<file path="src/rtl/game_ctrl_pkg.sv">
// Shared widths, state encoding and drop-period helper for the game flow controller.
package game_ctrl_pkg;

    localparam int SCORE_W = 16;
    localparam int LEVEL_W = 4;
    localparam int FRAME_W = 6;

    localparam logic [1:0] ST_IDLE_ENC  = 2'b00;
    localparam logic [1:0] ST_CLEAR_ENC = 2'b01;
    localparam logic [1:0] ST_PLAY_ENC  = 2'b10;
    localparam logic [1:0] ST_OVER_ENC  = 2'b11;

    typedef enum logic [1:0] {
        ST_IDLE  = ST_IDLE_ENC,
        ST_CLEAR = ST_CLEAR_ENC,
        ST_PLAY  = ST_PLAY_ENC,
        ST_OVER  = ST_OVER_ENC
    } game_state_t;

    // Gravity gets two frames faster per level until it hits the floor.
    function automatic logic [FRAME_W-1:0] drop_period(input logic [LEVEL_W-1:0] lvl,
                                                       input int init_frames,
                                                       input int min_frames);
        int p;
        p = init_frames - 2 * int'(lvl);
        if (p < min_frames) p = min_frames;
        return FRAME_W'(p);
    endfunction

endpackage

</file>
<file path="src/rtl/btn_debounce.sv">
// Two-flop synchroniser, stability counter and rising-edge press pulse for one button.
module btn_debounce #(
    parameter int DB_CYC = 500_000
) (
    input  logic clk,
    input  logic rst_n,
    input  logic btn,
    output logic level,
    output logic press
);

    localparam int CNT_W = (DB_CYC > 1) ? $clog2(DB_CYC) : 1;

    logic             btn_m;
    logic             btn_s;
    logic [CNT_W-1:0] cnt;

    // NOTE: sequential state uses <= so every flop samples pre-edge values.
    always_ff @(posedge clk or negedge rst_n) begin
        if (!rst_n) begin
            btn_m <= 1'b0;
            btn_s <= 1'b0;
            cnt   <= '0;
            level <= 1'b0;
            press <= 1'b0;
        end else begin
            btn_m <= btn;
            btn_s <= btn_m;
            press <= 1'b0;
            if (btn_s == level) begin
                cnt <= '0;
            end else if (cnt == CNT_W'(DB_CYC - 1)) begin
                cnt   <= '0;
                level <= btn_s;
                press <= btn_s;
            end else begin
                cnt <= cnt + 1'b1;
            end
        end
    end

endmodule

</file>
<file path="src/rtl/game_flow_ctrl.sv">
// Game sequencer: IDLE/CLEAR/PLAY/OVER FSM, frame-aligned move/drop commands, score and level.
// Optional AUTO_REPEAT_EN adds held-button auto-repeat of moves.
module game_flow_ctrl
    import game_ctrl_pkg::*;
#(
    parameter int CLK_HZ           = 50_000_000,
    parameter int DEBOUNCE_MS      = 10,
    parameter int DROP_FRAMES_INIT = 30,
    parameter int DROP_FRAMES_MIN  = 5,
    parameter int SPEEDUP_EVERY    = 8
`ifdef AUTO_REPEAT_EN
    ,
    parameter int REPEAT_DELAY     = 20,
    parameter int REPEAT_RATE      = 4
`endif
) (
    input  logic               sys_clk,
    input  logic               sys_rst_n,
    input  logic               btn_left,
    input  logic               btn_right,
    input  logic               vsync,
    input  logic               land,
    input  logic               top_overflow,
    output logic               clear_field,
    output logic               spawn,
    output logic               move_left,
    output logic               move_right,
    output logic               drop_step,
    output logic               game_over,
    output logic [1:0]         state,
    output logic [SCORE_W-1:0] score,
    output logic [LEVEL_W-1:0] level
);

    localparam int DB_CYC = CLK_HZ / 1000 * DEBOUNCE_MS;
    localparam int SUB_W  = (SPEEDUP_EVERY > 1) ? $clog2(SPEEDUP_EVERY) : 1;

    game_state_t        st;
    logic               lvl_l, lvl_r, press_l, press_r;
    logic               vs_m, vs_s, vs_d, vs_e;
    logic               tick_pre, frame_tick;
    logic               pend_l, pend_r, rearm;
    logic               rpt_l, rpt_r;
    logic [SUB_W-1:0]   land_sub;
    logic [FRAME_W-1:0] frame_cnt, period;
    logic [FRAME_W:0]   frame_nxt;

    btn_debounce #(.DB_CYC(DB_CYC)) u_db_left (
        .clk(sys_clk), .rst_n(sys_rst_n), .btn(btn_left),  .level(lvl_l), .press(press_l)
    );
    btn_debounce #(.DB_CYC(DB_CYC)) u_db_right (
        .clk(sys_clk), .rst_n(sys_rst_n), .btn(btn_right), .level(lvl_r), .press(press_r)
    );

    // Extra stage lets moves be registered one cycle ahead and land on the frame_tick cycle.
    always_ff @(posedge sys_clk or negedge sys_rst_n) begin
        if (!sys_rst_n) begin
            {vs_m, vs_s, vs_d, vs_e} <= 4'b1111;
        end else begin
            {vs_m, vs_s, vs_d, vs_e} <= {vsync, vs_m, vs_s, vs_d};
        end
    end

    assign tick_pre   = vs_d & ~vs_s;
    assign frame_tick = vs_e & ~vs_d;
    assign period     = drop_period(level, DROP_FRAMES_INIT, DROP_FRAMES_MIN);
    assign frame_nxt  = {1'b0, frame_cnt} + 1'b1;
    assign state      = st;

`ifdef AUTO_REPEAT_EN
    localparam int RPT_W = $clog2(REPEAT_DELAY + 1);
    logic [RPT_W-1:0] rpt_cnt;
    logic             rpt_run, rpt_hit;

    assign rpt_run = (st == ST_PLAY) && (lvl_l ^ lvl_r) && !press_l && !press_r;
    assign rpt_hit = rpt_run && tick_pre && (rpt_cnt == RPT_W'(REPEAT_DELAY - 1));
    assign rpt_l   = rpt_hit & lvl_l;
    assign rpt_r   = rpt_hit & lvl_r;

    always_ff @(posedge sys_clk or negedge sys_rst_n) begin
        if (!sys_rst_n)     rpt_cnt <= '0;
        else if (!rpt_run)  rpt_cnt <= '0;
        else if (rpt_hit)   rpt_cnt <= RPT_W'(REPEAT_DELAY - REPEAT_RATE);
        else if (tick_pre)  rpt_cnt <= rpt_cnt + 1'b1;
    end
`else
    assign rpt_l = 1'b0;
    assign rpt_r = 1'b0;
`endif

    always_ff @(posedge sys_clk or negedge sys_rst_n) begin
        if (!sys_rst_n) begin
            st          <= ST_IDLE;
            clear_field <= 1'b0;
            spawn       <= 1'b0;
            move_left   <= 1'b0;
            move_right  <= 1'b0;
            drop_step   <= 1'b0;
            game_over   <= 1'b0;
            score       <= '0;
            level       <= '0;
            land_sub    <= '0;
            frame_cnt   <= '0;
            pend_l      <= 1'b0;
            pend_r      <= 1'b0;
            rearm       <= 1'b0;
        end else begin
            clear_field <= 1'b0;
            spawn       <= 1'b0;
            move_left   <= 1'b0;
            move_right  <= 1'b0;
            drop_step   <= 1'b0;
            unique case (st)
                ST_IDLE: begin
                    if (press_l || press_r) begin
                        st          <= ST_CLEAR;
                        clear_field <= 1'b1;
                    end
                end
                ST_CLEAR: begin
                    score     <= '0;
                    level     <= '0;
                    land_sub  <= '0;
                    frame_cnt <= '0;
                    pend_l    <= 1'b0;
                    pend_r    <= 1'b0;
                    spawn     <= 1'b1;
                    st        <= ST_PLAY;
                end
                ST_PLAY: begin
                    if (land) begin
                        // Landing cancels whatever this cycle would have scheduled.
                        pend_l    <= 1'b0;
                        pend_r    <= 1'b0;
                        frame_cnt <= '0;
                        if (top_overflow) begin
                            st        <= ST_OVER;
                            game_over <= 1'b1;
                            rearm     <= 1'b0;
                        end else begin
                            spawn <= 1'b1;
                            if (score != '1) begin
                                score <= score + 1'b1;
                                if (land_sub == SUB_W'(SPEEDUP_EVERY - 1)) begin
                                    land_sub <= '0;
                                    if (level != '1) level <= level + 1'b1;
                                end else begin
                                    land_sub <= land_sub + 1'b1;
                                end
                            end
                        end
                    end else begin
                        if (tick_pre && !(pend_l && pend_r)) begin
                            move_left  <= pend_l;
                            move_right <= pend_r;
                        end
                        pend_l <= (pend_l & ~tick_pre) | press_l | rpt_l;
                        pend_r <= (pend_r & ~tick_pre) | press_r | rpt_r;
                        if (frame_tick) begin
                            if (frame_nxt >= {1'b0, period}) begin
                                drop_step <= 1'b1;
                                frame_cnt <= '0;
                            end else begin
                                frame_cnt <= frame_nxt[FRAME_W-1:0];
                            end
                        end
                    end
                end
                ST_OVER: begin
                    if (frame_tick && !lvl_l && !lvl_r) rearm <= 1'b1;
                    if ((press_l || press_r) && rearm) begin
                        st          <= ST_CLEAR;
                        clear_field <= 1'b1;
                        game_over   <= 1'b0;
                    end
                end
            endcase
        end
    end

endmodule
</file>
<file path="config.mk">
export PLATFORM = sky130hd
export DESIGN_NAME = game_flow_ctrl
export DESIGN_NICKNAME = d
export VERILOG_FILES = /design/src/rtl/game_ctrl_pkg.sv /design/src/rtl/btn_debounce.sv /design/src/rtl/game_flow_ctrl.sv
export SDC_FILE = /design/constraint.sdc
export NUM_CORES = 1
export LEC_CHECK = 0
export BUFFER_PORTS_ARGS = -buffer_cell sky130_fd_sc_hd__buf_2
export CAP_MARGIN = 20
export CORE_ASPECT_RATIO = 0.6
export CORE_MARGIN = 2
export CORE_UTILIZATION = 35
export CTS_CLUSTER_SIZE = 12
export DETAILED_ROUTE_END_ITERATION = 8
export PLACE_DENSITY = 0.52
export SETUP_SLACK_MARGIN = 0.2
export SLEW_MARGIN = 15
export SYNTH_ARGS = -nofsm -noshare
export SYNTH_HDL_FRONTEND = slang
export SYNTH_HIERARCHICAL = 1
export SYNTH_SLANG_ARGS = --single-unit
</file>
<file path="constraint.sdc">
create_clock -name sys_clk -period 2.71 [get_ports sys_clk]
set_input_delay 0.1355 -clock sys_clk [delete_from_list [all_inputs] [get_ports sys_clk]]
set_output_delay 0.1355 -clock sys_clk [all_outputs]
set_load 0.05 [all_outputs]
</file>
### After elaboration in Yosys (flattened, before gate mapping)

Index checks and enable logic that the tools add are counted.

| word-level totals | value |
|---|---|
| bits in registers | 90 |
| bits of input ports | 7 |
| logic and storage cells | 149 |

| cells by class | value |
|---|---|
| add/subtract/negate cells | 7 |
| order comparisons | 2 |
| equal/unequal tests | 20 |
| multiplexer cells | 61 |
| bitwise logic cells | 11 |
| reduce and logical (&&, ||, !) cells | 20 |

Operators by type and width:

| cell | count |
|---|---|
| two-way mux 19 bit | 4 |
| two-way mux 16 bit | 3 |
| adder 19 x 1 -> 19 bit (second input constant) | 2 |
| == test 19 bit (second input constant) | 2 |
| case mux 16 bit (2 select lines) | 1 |
| two-way mux 1 bit | 26 |
| two-way mux 6 bit | 4 |
| two-way mux 4 bit | 5 |
| inequality test 2 bit (second input constant) | 9 |
| adder 16 x 1 -> 16 bit (second input constant) | 1 |
| inequality test 16 bit (second input constant) | 1 |
| AND reduction 4 bit | 4 |
| two-way mux 3 bit | 4 |
| case mux 1 bit (2 select lines) | 6 |
| case mux 6 bit (2 select lines) | 1 |
| two-way mux 2 bit | 4 |
| case mux 2 bit (4 select lines) | 1 |
| case mux 4 bit (2 select lines) | 1 |
| adder 6 x 1 -> 7 bit (second input constant) | 1 |
| greater-or-equal comparator 7 x 6 -> 1 bit | 1 |
| less-than comparator 6 x 4 -> 1 bit (second input constant) | 1 |
| case mux 3 bit (2 select lines) | 1 |
| AND reduction 2 bit | 3 |
| AND reduction 6 bit | 1 |
| other kinds (17) | 34 |

### Longest topological paths before layout

Gate-level depths: netlist of the first run.

| logic depth | value |
|---|---|
| depth in word-level cells | 8 |
| depth in mapped cells | 9 |
| mapped depth without buffers | 8 |

### Cells and area by module

The synthesis of the first run kept the hierarchy.

By module, submodules not included:

| module | times used | cells an instance | area each (um^2) | sequential area each (um^2) |
|---|---|---|---|---|
| game_flow_ctrl | 1 | 244 | 2522.4 | 1106.1 |
| btn_debounce (u_db_right) | 1 | 106 | 1144.8 | 575.6 |
| btn_debounce (u_db_left) | 1 | 110 | 1118.6 | 575.6 |

### Least setup slack after synthesis of the first run

Ideal clock, no wire load.

| path | value |
|---|---|
| path type | register -> register |
| start | register level[0] (netlist name) |
| end | register frame_cnt[0] |
| data arrival time | 2291 ps |
| data required time | 2634 ps |
| setup slack | 342 ps |
| cell stages (with the launch flop) | 9 |
| path buffers | 0 |
| path through | dfrtp_1 > inv_1 > a21oi_1 > ha_1 > nand2b_4 > a2111oi_4 > nor3_2 > or3_1 > o21ai_1 |

RTL lines:

| element | RTL line | RTL |
|---|---|---|
| to (signal assigned) | game_flow_ctrl.sv:164 | `frame_cnt <= frame_nxt[FRAME_W-1:0];` |
| to (decl) | game_flow_ctrl.sv:45 | `logic [FRAME_W-1:0] frame_cnt, period;` |

### Worst setup path in the final report of the first run

| path | value |
|---|---|
| start | register frame_cnt[0] |
| end | register frame_cnt[0] |

| between the ends | value |
|---|---|
| longest elaborated chain between the ends | 6 |

RTL lines:

| element | RTL line | RTL |
|---|---|---|
| adder 6 x 1 -> 7 bit * | game_flow_ctrl.sv:67 | `assign frame_nxt = {1'b0, frame_cnt} + 1'b1;` |
| greater-or-equal comparator 7 x 6 -> 1 bit | game_flow_ctrl.sv:160 | `if (frame_nxt >= {1'b0, period}) begin` |
| two-way mux 6 bit * | game_flow_ctrl.sv:160 |  |
| two-way mux 6 bit * | game_flow_ctrl.sv:159 | `if (frame_tick) begin` |
| two-way mux 6 bit * | game_flow_ctrl.sv:131 | `if (land) begin` |
| case mux 6 bit (2 select lines) * | game_flow_ctrl.sv:113 | `unique case (st)` |

Every way passes the cells marked *; elsewhere a longest branch is shown, timed or not. The select of a mux whose other input is x is not followed.
A chain may end at the register's enable or synchronous reset.

==> results of run 1 <==
==> tightest hold or removal path, stage by stage <==
cell	delay [ns]
sky130_fd_sc_hd__buf_2	0.15
sky130_fd_sc_hd__a31oi_1	0.10
sky130_fd_sc_hd__a21oi_1	0.11
==> placed cells by master, fill, tap and decap left out, drive strengths merged, types with 12 or more instances in the layout <==
cell type	instances
nand4	20
nand2	40
nor3	19
inv	13
o21ai	21
xnor2	28
buf	39
nand3	21
nor2	56
a21oi	12
dfrtp	86
xor2	17
ha	18
==> cells by family (layout without fill, tap and decap cells) <==
logic type | count (synthesis) | in the layout | synth area share (%)
flip-flops | 90 | 90 | 47.2
AO/OA/AOI/OAI | 67 | 67 | 11.2
XOR/XNOR | 45 | 45 | 8.24
buffers and inverters | 25 | 71 | 2.51
multiplexers | 6 | 6 | 1.33
AND/OR/NAND/NOR | 209 | 209 | 24.9
adder cells (fa/ha/maj) | 18 | 18 | 4.71
==> final timing paths <==
check                                      from                end  slack [ns]  cells after the start
worst max-delay path               frame_cnt[0]       frame_cnt[0]        0.38                      8
worst min-delay path               top_overflow          game_over        0.20                      3
worst max register to register     frame_cnt[0]       frame_cnt[0]        0.38                      8
worst min register to register  u_db_left/btn_m    u_db_left/btn_s        0.35                      0
max in group asynchronous             sys_rst_n   u_db_right/press        1.75                      3
min in group asynchronous             sys_rst_n  u_db_right/cnt[1]        0.31                      2
==> registers in the layout, indices dropped and copies added, names as in the netlist, 2 cells and up <==
register and cells:
frame_cnt 6, land_sub 3, level 4, u_db_right/cnt 19, state 2, score 16
u_db_left/cnt 19
==> metal layers <==
layer | track usage (%) | wire [um] | vias to the layer above
met3 | 3.76 | 415 | 13
li1 | - | - | 1736
met2 | 21.0 | 4130 | 52
met4 | 4.40 | 139 | 0
met5 | 0 | 0 | -
met1 | 21.2 | 5380 | 1720
==> what timing repair did <==
item | in CTS | in global routing
hold buffers | 4 | 0
hold endpoints to repair | 39 | 0
resized for setup | 0 | 2
setup endpoints to repair | 0 | 3
==> cell type report <==
type / instances / area, um^2
clock buffers: 10 / 239
inverters: 12 / 45.0
well taps: 175 / 219
fillers: 1275 / 7980
multi-input cells: 345 / 2410
clock inverters: 6 / 88.8
flip-flops and latches: 90 / 2260
repair buffers: 43 / 263
==> where the power goes <==
group | switching (mW) | leakage [nW] | internal [mW]
clock | 0.548 | 0.155 | 0.835
sequential | 0.0144 | 1.23 | 1.36
combinational | 0.0486 | 1.02 | 0.0222
==> impl_metrics.py, run 1 <==
metrics = {
    "timing": {
        "worst_slew_pin_slew_ns": 0.743,
        "max-slew-margin-rel_pct": 50.5,
        "setup_viol": 0,
        "fmax_mhz": 428,
        "hold_viol": 0,
        "timing.clock.skew_ns": 0.00631,
        "final_period_utilization_pct": 86.1,
        "holdWs_ns": 0.197,
        "fin_ws_ns": 0.376,
        "timing.setup.tns_ns": 0,
        "setup_repair_after_global_routing_missed_its_margin": "no",
        "layout_min_cycle_time_ns": 2.33,
        "timing_max_transition_violations_final": 0,
    },
    "synthesis": {
        "synth_top_cells_by_area": "sky130_fd_sc_hd__dfrtp_1 (45%), sky130_fd_sc_hd__xnor2_1 (5.1%), sky130_fd_sc_hd__ha_1 (4.7%)",
        "synth.cells.most_frequent": "sky130_fd_sc_hd__dfrtp_1 (86), sky130_fd_sc_hd__nor2_1 (56), sky130_fd_sc_hd__nand2_1 (39)",
        "synthDistinctLibCells": 77,
        "asyncSetResetFlopFracSynth_pct": 100,
        "post-synth-top-count-cell": "sky130_fd_sc_hd__dfrtp_1",
        "synth_sequential_area_ratio_pct": 47.2,
        "postSynthAreaPerCell_um2": 10.4,
        "synthDominantAreaCellType": "sky130_fd_sc_hd__dfrtp_1",
        "synth_top_area_share_pct": 45.0,
        "area_of_the_mapped_netlist_um2": 4790,
        "ys.flop_type": "sky130_fd_sc_hd__dfrtp_1",
        "netlist_instances": 460,
        "synth_seq_cells": 90,
        "synth_nets": 485,
        "synthesis.yosys.warnings": 6,
        "synth_enable_flop_cells": 0,
    },
    "clock_tree": {
        "clock_latency_ns": 0.34,
        "tritoncts_num_sinks": 90,
        "cts.reportedPaths.clkPinSlew_ns": 0.06,
        "post_cts.repair.setup_buffers": 0,
        "h-tree-depth": 3,
        "cts_buffer_depth": 2,
        "cts-buffers-inserted": 9,
        "cts_root_buf": "sky130_fd_sc_hd__clkbuf_16",
        "cts_tree": "built",
    },
    "floorplan": {
        "die_width_um": 155,
        "floorplan.initialDensity_pct": 35.4,
        "die_height_um": 94.6,
        "die_area_um2": 14700,
        "design.portCount": 35,
        "placement_rows": 33,
        "core_um2": 13500,
    },
    "grt": {
        "number_of_global_route_vias_before_repair": 3335,
        "grt_max_degree": 51,
        "antenna_violations_before_repair": 0,
        "global_route_wire_length_before_repair_um": 16900,
        "grt-ovfl-total": 0,
        "grt.total_usage_pct": 14.5,
    },
    "critical_path": {
        "worstSetupStartpointType": "register",
        "critPathMaxStageDelay_ns": 0.44,
        "critical-path-top-delay-family": "simple AND/OR/NAND/NOR gates",
        "setup.worst_path.class": "reg -> reg",
        "critical_path.n_buffers_inverters": 0,
        "end_kind": "register",
        "crit_path_cell_trace": "ha_2 > nand3_4 > xnor2_1 > ha_1 > and3b_4 > a41oi_2 > or3_1 > o21ai_1",
        "critical_path.slowest_cell": "sky130_fd_sc_hd__dfrtp_1",
        "worst_ep_arrival_time_ns": 2.60,
        "worst-endpoint-required_ns": 2.98,
        "cp_max_fo": 6,
    },
    "pwr": {
        "power.density_nw_per_um2": 512,
        "max_vdd_drop_mv": 0.314,
        "leakage_nw": 2.40,
        "power.total_mw": 2.83,
    },
    "finish": {
        "num-nets-final": 526,
        "utilization_pct": 40.9,
        "area_added_between_synthesis_and_finish_pct": 15.5,
        "drive_above_1_share_pct": 20.0,
        "n_antenna_cell": 0,
        "final_cells": 681,
        "final_area_um2": 5530,
    },
    "worst_hold_path": {
        "timing.hold.worst.class": "in -> reg",
    },
    "placement": {
        "dp_hpwl_um": 7230,
        "placement.cell_area_um2": 5150,
        "numPlacedInstances": 661,
        "pre_cts_ws_ns": 0.322,
        "port_buffers": 34,
        "gp_routability_congestion": 0.789,
    },
    "routing": {
        "final_antenna_net_count": 0,
        "postRouteWirelength_um": 10100,
        "drt_first_pass_iters": 4,
        "post_drt_wl_per_cell_um": 14.8,
        "via_count": 3521,
        "drc": 0,
        "first_iter_violations": 144,
        "vias_per_cell": 5.17,
    },
    "run_status": {
        "outcome": "finished, final reports clean",
    },
    "run": {
        "maxCapViolations": 0,
    },
}
No activity file was read; power rests on OpenSTA's default activity.
==> run 2, diff against run 1 <==
Settings changed: SYNTH_HIERARCHICAL 1 to default.
==> run 2 against run 1 <==
  * Die area fell by 6.9%
  * Utilization rose by 1.3 points
  * Sequential power barely moved
  * Clock-buffer cell count rose by 2
  * Synthesized cell count fell by 3.3%
  * Final cell count fell by 3.5%
  * Synthesized area fell by 7.1%
  * Critical path depth did not move
  * Critical path type unchanged
  * Critical endpoint is now frame_cnt[1]
  * Largest cell class is now flip-flops and latches
  * Largest power group is now sequential cells
==> impl_metrics.py, run 2 <==
metrics = {
    "synthesis": {
        "area_of_the_mapped_netlist_um2": 4450,
        "synth_sequential_area_ratio_pct": 50.8,
        "synth_top_cells_by_area": "sky130_fd_sc_hd__dfrtp_1 (48%), sky130_fd_sc_hd__xor2_1 (6.5%), sky130_fd_sc_hd__nor2_1 (5.5%)",
        "synthDistinctLibCells": 51,
        "synth_seq_cells": 90,
        "synthDominantAreaCellType": "sky130_fd_sc_hd__dfrtp_1",
        "post-synth-top-count-cell": "sky130_fd_sc_hd__dfrtp_1",
        "asyncSetResetFlopFracSynth_pct": 100,
        "synthesis.yosys.warnings": 0,
        "synth_enable_flop_cells": 0,
        "synth.cells.most_frequent": "sky130_fd_sc_hd__dfrtp_1 (86), sky130_fd_sc_hd__nor2_1 (65), sky130_fd_sc_hd__nand2_1 (49)",
        "ys.flop_type": "sky130_fd_sc_hd__dfrtp_1",
        "postSynthAreaPerCell_um2": 9.99,
        "synth_top_area_share_pct": 48.4,
        "netlist_instances": 445,
        "synth_nets": 470,
    },
    "pwr": {
        "switching_share_pct": 21.1,
        "power.total_mw": 2.72,
        "max_vdd_drop_mv": 0.291,
        "clockPowerShare_pct": 47.2,
        "power_frac_comb_pct": 2.4,
        "power.density_nw_per_um2": 527,
        "cell_internal_pwr_mw": 2.14,
        "switching_power_mw": 0.573,
        "p_seq_share_pct": 50.4,
        "leakage_nw": 2.33,
    },
    "floorplan": {
        "floorplan.initialDensity_pct": 36.4,
        "core_um2": 12200,
        "die_width_um": 149,
        "design.portCount": 35,
        "die_area_um2": 13600,
        "placement_rows": 31,
        "die_height_um": 91.3,
    },
    "routing": {
        "first_iter_violations": 159,
        "post_drt_wl_per_cell_um": 13.6,
        "met3RoutedLength_um": 323,
        "postRouteWirelength_um": 8940,
        "route.top_layer_used": "met4",
        "wl_met2_um": 3630,
        "final_antenna_net_count": 0,
        "drc": 0,
        "via_count": 3217,
        "vias_per_cell": 4.90,
        "drt_first_pass_iters": 6,
        "met1Wirelength_um": 4890,
    },
    "timing": {
        "max-slew-margin-rel_pct": 46.6,
        "setup_repair_after_global_routing_missed_its_margin": "no",
        "worst_slew_pin_slew_ns": 0.795,
        "timing_max_transition_violations_final": 0,
        "timing.setup.tns_ns": 0,
        "timing.clock.skew_ns": 0.0107,
        "hold_viol": 0,
        "holdWs_ns": 0.168,
        "fmax_mhz": 452,
        "final_period_utilization_pct": 81.6,
        "setup_viol": 0,
        "layout_min_cycle_time_ns": 2.21,
    },
    "clock_tree": {
        "cts-buffers-inserted": 9,
        "post_cts.repair.setup_buffers": 0,
        "cts_root_buf": "sky130_fd_sc_hd__clkbuf_16",
        "clock_latency_ns": 0.34,
        "cts_tree": "built",
        "h-tree-depth": 3,
        "cts_buffer_depth": 2,
        "tritoncts_num_sinks": 90,
        "cts.reportedPaths.clkPinSlew_ns": 0.06,
    },
    "grt": {
        "grt-ovfl-total": 0,
        "global_route_wire_length_before_repair_um": 15400,
        "number_of_global_route_vias_before_repair": 3075,
        "grt_max_degree": 53,
        "grt.total_usage_pct": 14.2,
        "antenna_violations_before_repair": 0,
    },
    "finish": {
        "area_added_between_synthesis_and_finish_pct": 16.0,
        "n_antenna_cell": 0,
        "utilization_pct": 42.2,
        "final_area_um2": 5150,
        "num-nets-final": 512,
        "fillCellCount": 1198,
        "biggest_registers_after_layout": "u_db_left.cnt x19, u_db_right.cnt x19, score x16",
        "drive_above_1_share_pct": 14.6,
        "layout.cells.most_common": "sky130_fd_sc_hd__dfrtp_1",
        "layout_common_cells": "sky130_fd_sc_hd__dfrtp_1 (86), sky130_fd_sc_hd__nor2_1 (65), sky130_fd_sc_hd__nand2_1 (49)",
    },
    "run": {
        "maxCapViolations": 0,
    },
    "critical_path": {
        "worst_ep_arrival_time_ns": 2.46,
        "cp_max_fo": 5,
        "worstSetupStartpointType": "register",
        "reg2reg_setup_slack_ns": 0.50,
        "critical_path.slowest_cell": "sky130_fd_sc_hd__dfrtp_1",
        "crit_path_cell_trace": "ha_1 > nand3_1 > xnor2_1 > ha_1 > nand3b_1 > o31ai_2 > nand3_1 > o21ai_0",
        "rr_endpoint": "frame_cnt[1]",
        "worst_reg_to_reg_cells": 8,
        "setup.worst_path.class": "reg -> reg",
        "end_kind": "register",
        "critical_path.n_buffers_inverters": 0,
        "critPathMaxStageDelay_ns": 0.41,
        "worst-endpoint-required_ns": 2.96,
        "regToRegStartpoint": "frame_cnt[0]",
        "critical-path-top-delay-family": "compound AO/OA/AOI/OAI gates",
    },
    "placement": {
        "port_buffers": 34,
        "gp_routability_congestion": 0.769,
        "dp_hpwl_um": 6380,
        "placement.cell_area_um2": 4800,
    },
    "worst_hold_path": {
        "timing.hold.worst.class": "in -> reg",
        "hold_path_depth": 3,
        "hold_start": "top_overflow",
        "timing.hold.worst_endpoint": "game_over",
    },
    "run_status": {
        "outcome": "finished, final reports clean",
    },
}
[run 2: worst max path at each step]
| stage | startpoint | endpoint | slack (ns) | cells past startpoint |
|---|---|---|---|---|
| after global routing | level[2] | frame_cnt[1] | 0.27 | 8 |
| after detailed placement | frame_cnt[0] | frame_cnt[1] | 0.39 | 8 |
| after CTS | frame_cnt[0] | frame_cnt[1] | 0.37 | 8 |
| final | frame_cnt[0] | frame_cnt[1] | 0.50 | 8 |
| after floorplan | level[2] | frame_cnt[3] | 0.48 | 8 |
| after global placement | frame_cnt[0] | frame_cnt[3] | 0.53 | 8 |
[run 2: what timing repair did]
item,4_1_cts,5_1_grt
hold buffers,4,0
hold endpoints to repair,49,0
gates resized for setup,0,1
setup endpoints to repair,0,3
[run 2: layer usage]
layer,track usage (%),vias to the layer above
li1,-,1628
met1,21.1,1527
met2,20.3,53
met3,4.07,9
met4,3.41,0
met5,0,-
[run 2: through the flow]
step / setup slack (ns) / instances
after global placement: 0.528 / 637
final: 0.498 / 657
after CTS: 0.370 / 657
after floorplan: 0.481 / 445
after global routing: 0.270 / 657
after detailed placement: 0.389 / 637
[run 2: tightest hold or removal path, stage by stage]
cell and delay (ns):
sky130_fd_sc_hd__buf_2 0.13, sky130_fd_sc_hd__a31oi_1 0.10, sky130_fd_sc_hd__a21oi_1 0.10
[run 2: layout make-up]
class | instances | area (um^2) | area share (%)
Sequential cell | 90 | 2260 | 43.8
Multi-Input combinational cell | 334 | 2100 | 40.8
Clock buffer | 12 | 256 | 4.98
Timing Repair Buffer | 42 | 243 | 4.71
Tap cell | 165 | 206 | 4.00
Clock inverter | 4 | 50.0 | 0.971
Inverter | 10 | 37.5 | 0.728
[run 2: cells by family (layout without fill, tap and decap cells)]
logic type / Yosys count / count (layout) / share of synthesized area, %
buffers and inverters: 21 / 68 / 2.00
XOR/XNOR: 48 / 48 / 9.46
AND/OR/NAND/NOR: 218 / 218 / 24.6
multiplexers: 6 / 6 / 1.44
AO/OA/AOI/OAI: 44 / 44 / 6.70
adder cells (fa/ha/maj): 18 / 18 / 5.07
flip-flops: 90 / 90 / 50.8
[run 2: power by group through the flow]
stage                     Sequential, mW  Clock [mW]  Combinational, mW
after global placement              1.39           0             0.0642
after CTS                           1.37        1.31             0.0703
after floorplan                     1.39           0             0.0249
after detailed placement            1.39           0             0.0657
final                               1.37        1.28             0.0663
after global routing                1.37        1.38             0.0794
